===== config.mk =====
export PLATFORM = sky130hd
export DESIGN_NAME = btn_pulse_debouncer_flat
export DESIGN_NICKNAME = d
export VERILOG_FILES = /design/src/rtl/btn_pkg.sv /design/src/rtl/btn_pulse_debouncer_if.sv /design/src/rtl/sync_2ff.sv /design/src/rtl/btn_pulse_debouncer.sv /design/src/flat_wrapper.sv
export SDC_FILE = /design/constraint.sdc
export NUM_CORES = 1
export LEC_CHECK = 0
export ABC_AREA = 0
export CELL_PAD_IN_SITES_DETAIL_PLACEMENT = 1
export CELL_PAD_IN_SITES_GLOBAL_PLACEMENT = 2
export CORE_UTILIZATION = 41
export DETAILED_ROUTE_END_ITERATION = 10
export MAX_ROUTING_LAYER = met4
export PLACE_DENSITY_LB_ADDON = 0.1
export SYNTH_ARGS = -nofsm -noshare
export SYNTH_HDL_FRONTEND = slang
export SYNTH_SLANG_ARGS = --single-unit
export TNS_END_PERCENT = 30

===== constraint.sdc =====
create_clock -name clk -period 5.2 [get_ports clk]
set_clock_uncertainty 0.2 [all_clocks]
set_input_delay 0.52 -clock clk [delete_from_list [all_inputs] [get_ports clk]]
set_output_delay 0.52 -clock clk [all_outputs]
set_load 0.02 [all_outputs]

===== src/rtl/btn_pkg.sv =====
// -----------------------------------------------------------------------------
// btn_pkg: shared types and default parameters for the button debouncer.
//   btn_state_e        - debouncer FSM state, fixed 2-bit encoding
//   DEF_CNT_WIDTH      - default stability counter width
//   DEF_STABLE_CYCLES  - default samples needed to accept a level change
//   DEF_REPEAT_CYCLES  - default auto-repeat period (BTN_AUTO_REPEAT_EN only)
// -----------------------------------------------------------------------------
package btn_pkg;

    typedef enum logic [1:0] {
        IDLE         = 2'd0,
        WAIT_PRESS   = 2'd1,
        PRESSED      = 2'd2,
        WAIT_RELEASE = 2'd3
    } btn_state_e;

    localparam int unsigned DEF_CNT_WIDTH     = 20;
    localparam int unsigned DEF_STABLE_CYCLES = 1000000;
    localparam int unsigned DEF_REPEAT_CYCLES = 25000000;

endpackage


===== src/rtl/btn_pulse_debouncer_if.sv =====
// -----------------------------------------------------------------------------
// btn_pulse_debouncer_if: raw button input and conditioned button outputs.
//   btn_in      - raw, asynchronous, bouncy button pin
//   btn_level   - debounced level, 1 = pressed
//   btn_press   - one-cycle pulse per accepted press (plus repeats if enabled)
//   btn_release - one-cycle pulse per accepted release
// master: the board/bench side driving the pin; slave: the debouncer.
// -----------------------------------------------------------------------------
interface btn_pulse_debouncer_if;

    logic btn_in;
    logic btn_level;
    logic btn_press;
    logic btn_release;

    modport master (
        output btn_in,
        input  btn_level,
        input  btn_press,
        input  btn_release
    );

    modport slave (
        input  btn_in,
        output btn_level,
        output btn_press,
        output btn_release
    );

endinterface


===== src/rtl/sync_2ff.sv =====
// -----------------------------------------------------------------------------
// sync_2ff: two-flop synchroniser for a single asynchronous input.
//   clk   - destination clock
//   reset - asynchronous active-high reset, both flops clear to 0
//   d_i   - asynchronous input
//   q_o   - synchronised output (second flop)
// -----------------------------------------------------------------------------
module sync_2ff (
    input  logic clk,
    input  logic reset,
    input  logic d_i,
    output logic q_o
);

    logic meta_q;
    logic sync_q;

    // First flop may go metastable; second flop gives it a cycle to resolve.
    always_ff @(posedge clk or posedge reset) begin
        if (reset) begin
            meta_q <= 1'b0;
            sync_q <= 1'b0;
        end else begin
            meta_q <= d_i;
            sync_q <= meta_q;
        end
    end

    assign q_o = sync_q;

endmodule


===== src/rtl/btn_pulse_debouncer.sv =====
// -----------------------------------------------------------------------------
// btn_pulse_debouncer: synchronises and debounces one push-button, producing
// a clean level plus single-cycle press/release pulses.
//   clk   - system clock
//   reset - asynchronous active-high reset
//   btn   - btn_pulse_debouncer_if.slave (btn_in in; btn_level, btn_press,
//           btn_release out, all registered)
// Parameters: CNT_WIDTH, STABLE_CYCLES (2..2^CNT_WIDTH-1), REPEAT_CYCLES.
// Optional macro BTN_AUTO_REPEAT_EN: while held, btn_press re-fires every
// REPEAT_CYCLES cycles; when undefined there is one btn_press per press.
// -----------------------------------------------------------------------------
module btn_pulse_debouncer
    import btn_pkg::*;
#(
    parameter int unsigned CNT_WIDTH     = DEF_CNT_WIDTH,
    parameter int unsigned STABLE_CYCLES = DEF_STABLE_CYCLES,
    parameter int unsigned REPEAT_CYCLES = DEF_REPEAT_CYCLES
) (
    input  logic                 clk,
    input  logic                 reset,
    btn_pulse_debouncer_if.slave btn
);

    localparam logic [CNT_WIDTH-1:0] CNT_LAST = CNT_WIDTH'(STABLE_CYCLES - 1);

    // Reject illegal parameterisations at elaboration.
    if (STABLE_CYCLES < 2 ||
        64'(STABLE_CYCLES) > ((64'd1 << CNT_WIDTH) - 64'd1)) begin : g_bad_stable
        $error("btn_pulse_debouncer: STABLE_CYCLES outside 2..2^CNT_WIDTH-1");
    end
    if (64'(REPEAT_CYCLES) > ((64'd1 << (CNT_WIDTH + 6)) - 64'd1)) begin : g_bad_repeat
        $error("btn_pulse_debouncer: REPEAT_CYCLES exceeds 2^(CNT_WIDTH+6)-1");
    end

    logic btn_sync;

    sync_2ff u_sync (
        .clk   (clk),
        .reset (reset),
        .d_i   (btn.btn_in),
        .q_o   (btn_sync)
    );

    btn_state_e           state_q;
    logic [CNT_WIDTH-1:0] cnt_q;
    logic                 level_q;
    logic                 press_q;
    logic                 release_q;

`ifdef BTN_AUTO_REPEAT_EN
    localparam int unsigned RPT_W = CNT_WIDTH + 6;
    localparam logic [RPT_W-1:0] RPT_LAST = RPT_W'(REPEAT_CYCLES - 1);

    // Only advances in PRESSED and is cleared on leaving it, so it is
    // always 0 on (re-)entry and simply holds 0 in WAIT_RELEASE.
    logic [RPT_W-1:0] rpt_q;
`endif

    // Debounce FSM; the counter tracks consecutive samples of the new level.
    always_ff @(posedge clk or posedge reset) begin
        if (reset) begin
            state_q   <= IDLE;
            cnt_q     <= '0;
            level_q   <= 1'b0;
            press_q   <= 1'b0;
            release_q <= 1'b0;
`ifdef BTN_AUTO_REPEAT_EN
            rpt_q     <= '0;
`endif
        end else begin
            press_q   <= 1'b0;
            release_q <= 1'b0;
            case (state_q)
                IDLE: begin
                    if (btn_sync) begin
                        state_q <= WAIT_PRESS;
                        cnt_q   <= CNT_WIDTH'(1);
                    end else begin
                        cnt_q   <= '0;
                    end
                end
                WAIT_PRESS: begin
                    if (!btn_sync) begin
                        state_q <= IDLE;
                        cnt_q   <= '0;
                    end else if (cnt_q == CNT_LAST) begin
                        state_q <= PRESSED;
                        cnt_q   <= '0;
                        level_q <= 1'b1;
                        press_q <= 1'b1;
                    end else begin
                        cnt_q   <= cnt_q + CNT_WIDTH'(1);
                    end
                end
                PRESSED: begin
                    if (!btn_sync) begin
                        state_q <= WAIT_RELEASE;
                        cnt_q   <= CNT_WIDTH'(1);
`ifdef BTN_AUTO_REPEAT_EN
                        rpt_q   <= '0;
                    end else if (rpt_q == RPT_LAST) begin
                        press_q <= 1'b1;
                        rpt_q   <= '0;
                    end else begin
                        rpt_q   <= rpt_q + RPT_W'(1);
`endif
                    end
                end
                WAIT_RELEASE: begin
                    if (btn_sync) begin
                        state_q   <= PRESSED;
                        cnt_q     <= '0;
                    end else if (cnt_q == CNT_LAST) begin
                        state_q   <= IDLE;
                        cnt_q     <= '0;
                        level_q   <= 1'b0;
                        release_q <= 1'b1;
                    end else begin
                        cnt_q     <= cnt_q + CNT_WIDTH'(1);
                    end
                end
                default: begin
                    state_q <= IDLE;
                    cnt_q   <= '0;
                end
            endcase
        end
    end

    assign btn.btn_level   = level_q;
    assign btn.btn_press   = press_q;
    assign btn.btn_release = release_q;

endmodule


===== src/flat_wrapper.sv =====
// flat-port wrapper written by rule: the top's interface ports become plain ports
module btn_pulse_debouncer_flat import btn_pkg::*;
#(
    parameter int unsigned CNT_WIDTH     = DEF_CNT_WIDTH,
    parameter int unsigned STABLE_CYCLES = DEF_STABLE_CYCLES,
    parameter int unsigned REPEAT_CYCLES = DEF_REPEAT_CYCLES
)
  (clk, reset, btn_btn_in, btn_btn_level, btn_btn_press, btn_btn_release);
  btn_pulse_debouncer_if btn_i ();
  input  logic clk;
  input  logic reset;
  input wire logic [$bits(btn_i.btn_in)-1:0] btn_btn_in;
  output wire logic [$bits(btn_i.btn_level)-1:0] btn_btn_level;
  output wire logic [$bits(btn_i.btn_press)-1:0] btn_btn_press;
  output wire logic [$bits(btn_i.btn_release)-1:0] btn_btn_release;
  assign btn_i.btn_in = btn_btn_in;
  assign btn_btn_level = btn_i.btn_level;
  assign btn_btn_press = btn_i.btn_press;
  assign btn_btn_release = btn_i.btn_release;
  btn_pulse_debouncer #(.CNT_WIDTH(CNT_WIDTH), .STABLE_CYCLES(STABLE_CYCLES), .REPEAT_CYCLES(REPEAT_CYCLES)) u_core (.clk(clk), .reset(reset), .btn(btn_i));
endmodule

==> metrics.md <==
| Metric | Value |
|---|---|
| Status | `completed` |
| Required @ worst endpoint | `around 5200 ps` |
| CTS Hold Buffers Added | `0` |
| Post-Route WL | `3290 microns` |
| VDD IR-drop max | `between 0.1 and 0.15 mV` |
| Resize count post-CTS | `0` |
| Worst setup EP type | `register` |
| Drt initial violations | `54` |
| Horiz. Die Dim | `61.6 microns` |
| Sequential share of the synthesized area | `0.464` |
| Router iterations before antenna repair | `4` |
| Nets | `161` |
| Predominant post-synthesis flop cell | `dfrtp_1` |
| Period minus WS final | `approximately 2500 ps` |
| DP HPWL | `about 2400 microns` |
| Chip height | `61.6 microns` |
| Number of flops mapped to enable cells by yosys | `0` |
| # setup viols final | `0` |
| Post-route ant nets | `0` |
| CP dominant cell by count | `nand2_1` |
| Share of cells above drive strength 1 | `0.0962` |
| Via count | `1155` |
| DRC | `0` |
| Top delay family on crit path | `compound AO/OA/AOI/OAI gates` |
| Buf/Inv on CP | `0` |
| Routed len/inst | `16.3 microns` |
| Fin. max-slew vios | `0` |
| Synth-to-Final Area Change | `6.79%` |
| Most frequent cells after synthesis | `dfrtp_1 (27), nand2_1 (19), nand3_1 (11), a21oi_1 (9)` |
| Initial core utilization | `0.433` |
| Top-count cell post-synth | `dfrtp_1` |
| First-pass GRT wire length | `5590 microns` |
| Reg clk slew, reported paths | `170 ps` |
| Post-CTS Setup Bufs | `0` |
| Yosys warnings | `0` |
| Area leader, netlist | `dfrtp_1` |
| CP max FO | `19` |
| Max-Cap Viols | `0` |
| RSZ-0062 raised after global routing | `false` |
| Avg Cell Area, Syn | `about 9.5 sq um` |
| Share of the synthesized area in the top cell type | `0.464` |
| Post-Syn Area | `1460 sq um` |
| F_max | `398 MHz` |
| Final hold violations | `0` |
| Maximum clock insertion buffer count | `2` |
| P per Cell Area | `between 200 and 250 nW/um^2` |
| Slowest CP cell | `a21oi_2` |
| Ys async rst share | `1.00` |
| Row count | `21` |
| Gp weighted congestion | `0.866` |
| CP Data Arrival Time | `approximately 2500 ps` |
| Setup TNS | `0 ps` |
| Slew headroom | `0.286` |
| Final worst path period share | `0.483` |
| Clock root cell | `clkbuf_4` |
| Leakage | `0.614 nW` |
| Fin worst setup slack | `2690 ps` |
| Initial antenna violation count | `0` |
| TritonCTS clock tree | `done` |
| Skew-Pair Late Insertion Delay | `around 340 ps` |
| All-layer global routing usage | `0.210` |
| H-tree levels | `1` |
| Placement Setup Slack | `2680 ps` |
| Post-synth net total | `157` |
| Die ar. | `3790 sq um` |
| DR vias/cell | `approximately 5.7` |
| Worst-margin pin slew | `1070 ps` |
| ANT cells | `0` |
| Worst hold path type | `register to register` |
| Crit path largest cell delay | `650 ps` |
| Core area | `3360 sq um` |
| GRT overflow | `0` |
| Largest net degree at the start of global routing | `28` |
| Cells after Synth | `about 150` |
| Synth cell types | `47` |
| Critical-path cell list | `ha_1 > nand2_1 > nor4_4 > a21oi_2 > nand2_1 > o311ai_0` |
| Worst setup SP type | `register` |
| Vias in the first global route | `1135` |
| Clock sink count | `27` |
| Boundary pin count | `6` |
| Port Buffers | `5` |
| Synthesis-stage register bit count | `27` |
| Kind of critical path | `register to register` |
| Cts bufs inserted | `3` |
| Synth area leaders | `dfrtp_1 (46%), nand2_1 (4.9%), nand3_1 (3.8%)` |
[registers in the layout, indices dropped and copies added, names as in the netlist, named ones only]
name,count
u_core.btn.btn_press,1
u_core.btn.btn_release,1
u_core.btn.btn_level,1
u_core.u_sync.q_o,1
u_core.state_q,1
u_core.cnt_q,20
u_core.u_sync.meta_q,1
[report_power, final]
group | leakage (nW) | internal, W | switching [W] | total, W
sequential | 0.368 | 0.000212 | 0.00000281 | 0.000215
combinational | 0.227 | 0.00000573 | 0.0000117 | 0.0000174
clock | 0.0183 | 0.0000314 | 0.0000686 | 0.000100
[worst reg2reg max path, delay by kind of cell (launching register included)]
kind            cells  cell delay (ps)
flops               1              460
fa+ha+maj           1              270
compound gates      2             1060
simple gates        3              430
[cell usage in the layout (no fill, tap or decap), types with 2 or more instances in the layout]
master,synthesis,layout
dfrtp_1,27,27
nand2_1,19,19
nand3_1,11,11
a21oi_1,9,9
nor2_1,7,7
o21ai_0,7,7
inv_1,6,6
a31oi_1,6,6
clkdlybuf4s50_1,0,5
nor3_1,4,4
or3_1,4,4
nor4_1,3,3
a21o_1,3,3
o21ai_1,3,3
clkbuf_4,0,3
nand2b_1,2,2
nor4_4,2,2
xor2_1,2,2
or2_2,2,2
xnor2_1,2,2
a22o_1,2,2
or2b_1,2,2
[routing by layer]
| layer | part of all wire | wire (microns) | vias up | GRT usage |
|---|---|---|---|---|
| li1 | - | - | 563 | - |
| met1 | 0.51 | 1670 | 576 | 0.289 |
| met2 | 0.46 | 1520 | 14 | 0.323 |
| met3 | 0.026 | 84 | 2 | 0.0441 |
| met4 | 0.0046 | 15 | 0 | 0.0349 |
| met5 | 0 | 0 | - | - |
[metrics by stage]
| stage | power, W | cells | util | hold WS [ps] | cell area [sq um] |
|---|---|---|---|---|---|
| 2_1_floorplan | 0.000232 | 153 | - | 131 | 1460 |
| 3_3_place_gp | 0.000236 | 198 | 0.453 | 145 | 1520 |
| 3_5_place_dp | 0.000237 | 198 | 0.453 | 142 | 1520 |
| 4_1_cts | 0.000339 | 202 | 0.462 | 194 | 1560 |
| 5_1_grt | 0.000346 | 202 | 0.462 | 211 | 1560 |
| 6_report | 0.000333 | 202 | 0.462 | 192 | 1560 |
[cell type report]
type / count / area, sq um
Clock buffer: 3 / 22.5
Multi-Input combinational cell: 114 / 718
Tap cell: 46 / 57.6
Fill cell: 413 / 1810
Clock inverter: 1 / 8.76
Inverter: 6 / 22.5
Sequential cell: 27 / 676
Timing Repair Buffer: 5 / 50.0
[final timing paths]
path	start	slack [ps]	cells past startpoint	to
worst min-delay path	u_core.u_sync.meta_q	190	0	u_core.u_sync.q_o
max in group asynchronous	reset	3620	2	u_core.cnt_q[18]
worst min register to register	u_core.u_sync.meta_q	190	0	u_core.u_sync.q_o
min in group asynchronous	reset	520	2	u_core.btn.btn_release
worst max register to register	u_core.cnt_q[0]	2690	6	u_core.cnt_q[13]
worst max-delay path	u_core.cnt_q[0]	2690	6	u_core.cnt_q[13]
[cells by family (layout without fill, tap and decap cells)]
| group | count (synthesis) | count (layout) | share of synthesized area |
|---|---|---|---|
| and+or+nand+nor | 68 | 68 | 0.280 |
| AOI/OAI and AO/OA | 40 | 40 | 0.174 |
| DFF | 27 | 27 | 0.464 |
| buffers and inverters | 12 | 15 | 0.0430 |
| xor gates and xnor gates | 4 | 4 | 0.0241 |
| adders and majority gates | 1 | 1 | 0.00859 |
| muxes | 1 | 1 | 0.00687 |
(Power assumes the default switching activity.)
